## config.mk

```make
export PLATFORM = sky130hd
export DESIGN_NAME = sys_clock_reset_gen
export DESIGN_NICKNAME = d
export VERILOG_FILES = /design/src/rtl/sys_clock_reset_gen.sv
export SDC_FILE = /design/constraint.sdc
export NUM_CORES = 1
export LEC_CHECK = 0
export ABC_CLOCK_PERIOD_IN_PS = 1400
export BUFFER_PORTS_ARGS = -buffer_cell sky130_fd_sc_hd__buf_4
export CAP_MARGIN = 20
export CELL_PAD_IN_SITES_DETAIL_PLACEMENT = 0
export CELL_PAD_IN_SITES_GLOBAL_PLACEMENT = 1
export CORE_AREA = 2 2 39 41
export DETAILED_ROUTE_END_ITERATION = 10
export DIE_AREA = 0 0 41 43
export PLACE_DENSITY = 0.58
export SLEW_MARGIN = 20
export SYNTH_ARGS = -nofsm -noshare
export SYNTH_HDL_FRONTEND = slang
export SYNTH_SLANG_ARGS = --single-unit
```

## constraint.sdc

```tcl
create_clock -name x1 -period 1.4 [get_ports x1]
set_input_delay 0.42 -clock x1 [delete_from_list [all_inputs] [get_ports x1]]
set_output_delay 0.42 -clock x1 [all_outputs]
set_load 0.02 [all_outputs]
```

## src/rtl/sys_clock_reset_gen.sv

```systemverilog
// sys_clock_reset_gen
// Divides the crystal clock into phi1/phi2/clk_out, conditions the external
// active-low RESET IN into a phase-aligned reset_out, and sequences the
// machine-cycle T-states (TRESET, T1, T2, T3), driving ale throughout T1.
module sys_clock_reset_gen #(
    parameter int SYNC_STAGES = 2
) (
    input  logic       x1,
    input  logic       reset,
    input  logic       x2,
    input  logic       resetn_in,
    output logic       phi1,
    output logic       phi2,
    output logic       clk_out,
    output logic       reset_out,
    output logic       ale,
    output logic [1:0] t_state
);

    typedef enum logic [1:0] {
        TRESET = 2'd0,
        T1     = 2'd1,
        T2     = 2'd2,
        T3     = 2'd3
    } tstate_t;

    // x2 is the complementary crystal pin; kept only for pin compatibility
    logic x2_unused;
    assign x2_unused = x2;

    logic                   q;
    logic [SYNC_STAGES-1:0] sync_q;
    logic                   rs;
    logic                   reset_out_next;
    tstate_t                state;
    tstate_t                state_next;
    logic                   ale_next;

    // The oldest synchronizer stage is the usable, metastability-filtered level
    assign rs = sync_q[SYNC_STAGES-1];

    // Divide-by-two toggle flop; phi2 has its own flop so it is never gated
    always_ff @(posedge x1) begin
        if (reset) begin
            q    <= 1'b0;
            phi2 <= 1'b1;
        end else begin
            q    <= ~q;
            phi2 <= q;
        end
    end

    assign phi1    = q;
    assign clk_out = q;

    // Synchronizer chain for the asynchronous RESET IN pin
    always_ff @(posedge x1) begin
        if (reset) begin
            sync_q <= '0;
        end else begin
            sync_q <= {sync_q[SYNC_STAGES-2:0], resetn_in};
        end
    end

    // Release only when q is about to rise, so the core leaves reset on a phi1 edge
    always_comb begin
        reset_out_next = reset_out;
        if (!rs) begin
            reset_out_next = 1'b1;
        end else if (!q) begin
            reset_out_next = 1'b0;
        end
    end

    // reset_out register
    always_ff @(posedge x1) begin
        if (reset) begin
            reset_out <= 1'b1;
        end else begin
            reset_out <= reset_out_next;
        end
    end

    // T-state register
    always_ff @(posedge x1) begin
        if (reset) begin
            state <= TRESET;
        end else begin
            state <= state_next;
        end
    end

    // Next state: enter T1 on release, then advance on every phi1 rising edge
    always_comb begin
        state_next = state;
        if (reset_out_next) begin
            state_next = TRESET;
        end else if (reset_out) begin
            state_next = T1;
        end else if (!q) begin
            case (state)
                T1:      state_next = T2;
                T2:      state_next = T3;
                T3:      state_next = T1;
                default: state_next = T1;
            endcase
        end
    end

    // ale is registered from the next state so it lines up exactly with T1
    always_comb begin
        ale_next = (state_next == T1);
    end

    // ale register
    always_ff @(posedge x1) begin
        if (reset) begin
            ale <= 1'b0;
        end else begin
            ale <= ale_next;
        end
    end

    assign t_state = state;

endmodule

```

==> key figures <==
Outcome
  – Status: finished, final reports clean

Global route
  – Grt total ovfl: 0
  – Vias in the first global route: 184
  – Initial antenna violation count: 0
  – Overall fraction of global-route tracks in use: 0.0624
  – Largest net degree at the start of global routing: 9
  – Global-route wire length before repair: 703 µm

Clock network
  – Root Buffer: clkbuf_4
  – Hold_buf cts: 0
  – Maximum clock path buffer count: 2
  – CTS H-tree depth: 1
  – CTS Sinks: 8
  – CTS tree: built
  – Post-CTS Resized: 0
  – Clock latency on the worst-skew pair: about 0.25 ns
  – Clock transition at path regs: 0.05 ns
  – Post-CTS setup repair buffer count: 0
  – Clock buffer count from CTS: 3

Floorplan
  – Area of the core: 1380 µm²
  – Die Area: 1760 µm²
  – Row count: 14
  – I/O pins: 11
  – Initial core utilization: 0.194
  – Die width: 41 µm
  – Die Ht: between 40 and 50 µm

Layout
  – Layout cell share with drive strength beyond 1: 0.361
  – Post-route design area: 372 µm²
  – Layout net count: 43
  – Area grow syn2layout: 38.1%
  – Non-Filler Instances: 52
  – Most frequent cells in the layout: buf_4, dfxtp_1, nor2b_1
  – ANT cells: 0
  – Commonest non-fill, non-tap cell in the layout: buf_4

Logic synthesis
  – Sequential element share of the synthesized area: 0.595
  – Cell area after synthesis: 269 µm²
  – Syn Nets: 30
  – Post-Synthesis Cells: 25
  – Netlist cell types: 11
  – Synth Register Bits: 8
  – Synth Area per Inst: between 10 and 15 µm²
  – Synthesis warning total: 0

Critical path
  – Critical Path RT: between 0.9 and 1 ns
  – CP delay by family, top: flip-flops
  – Critical path class: reg -> out
  – CP Capture Type: output pin
  – Crit-path max cell delay: roughly 0.45 ns
  – CP cell instances: buf_4
  – Crit-path max FO: 8
  – Bufs and invs on worst path: 1
  – CP max-delay cell: dfxtp_1
  – Startpoint types: flip-flop
  – Worst Path Arrival: 0.89 ns

Timing
  – Max Fclk: 764 MHz
  – Final setup vio count: 0
  – TNS Setup: 0 ns
  – Slew @ Worst Pin: 0.245 ns
  – Final worst path period need: 1.31 ns
  – Period utilization: 0.934
  – Max-slew headroom: 0.835
  – Final setup margin: 0.0918 ns
  – Layout Skew: 0.000367 ns
  – Max Slew Vio Count: 0
  – Fin Hold WS: 0.352 ns
  – Final hold violations: 0
  – RSZ-0062 raised after global routing: false

Pwr
  – VDD IR-drop max: 390 µV
  – Pleak: approximately 0.16 nW
  – Power per cell area: 1220 nW/µm²

Routing
  – WL/cell: between 7 and 8 µm
  – Routed via count: 193
  – Via-to-Cell Ratio: 3.71
  – DRT Wirelength: 414 µm
  – DRT Pass-1 Iters: 1
  – DR DRC count: 0
  – Routed Antenna Nets: 0
  – Initial DRC count: 0

Placed design
  – Post-placement cell count: 49
  – PortBufs: 9
  – Worst slack, placed: 0.156 ns
  – Placer Congestion: roughly 0.64
  – Post-detail-place hpwl: 311 µm
  – Placed instance area: 349 µm²

Hold path
  – Worst Hold Class: in -> reg

Job
  – Max cap viols: 0
stage by stage:
stage,utilization,total power [W]
final,0.269,0.000452
after global routing,0.269,0.000479
after detailed placement,0.252,0.000288
after global placement,0.252,0.000287
after CTS,0.269,0.000462
after floorplan,-,0.000270
flip-flops by register name (all words and copies together) (netlist names):
name,count
ale,1
clk_out,1
sync_q,2
t_state,2
phi2,1
reset_out,1
cells in the mapped netlist:
| cell | n | area (µm²) |
|---|---|---|
| a211oi_1 | 2 | 15.0 |
| a21o_2 | 1 | 8.76 |
| buf_4 | 1 | 7.51 |
| dfxtp_1 | 8 | 160 |
| ha_1 | 1 | 12.5 |
| inv_1 | 2 | 7.51 |
| nand2_1 | 1 | 3.75 |
| nand2b_1 | 1 | 6.26 |
| nor2_1 | 2 | 7.51 |
| nor2b_1 | 5 | 31.3 |
| o22a_1 | 1 | 8.76 |
cell type report:
type	count	area (µm²)
inverters	2	7.51
repair buffers	9	67.6
flip-flops and latches	8	160
clock buffers	3	22.5
well taps	16	20.0
multi-input cells	14	93.8
fillers	161	1010
worst paths after layout:
kind / startpoint / to / slack (ns) / cells after the start
min: reset / sync_q[0] / 0.35 / 2
min reg2reg: sync_q[1] / ale / 0.44 / 1
max: clk_out / clk_out / 0.09 / 1
max reg2reg: t_state[1] / ale / 0.15 / 5
logic make-up after synthesis:
family,count (synthesis),share of synthesized area
AND/OR/NAND/NOR,9,0.181
flip-flops,8,0.595
AO/OA/AOI/OAI,4,0.121
buffers and inverters,3,0.0558
adder cells (fa/ha/maj),1,0.0465
metal layers:
layer  global-route usage  vias to the layer above  part of all wire
met5                    0                        -                 0
met4               0.0600                        0                 0
met3               0.0314                        0              0.13
met2               0.0719                        9              0.41
met1               0.0779                       82              0.46
li1                     -                      102                 -
power breakdown:
part / internal, W / switching, W
sequential: 0.000237 / 0.00000680
combinational: 0.0000195 / 0.0000189
clock: 0.0000977 / 0.0000723
Power figures use the tool's default switching activity.
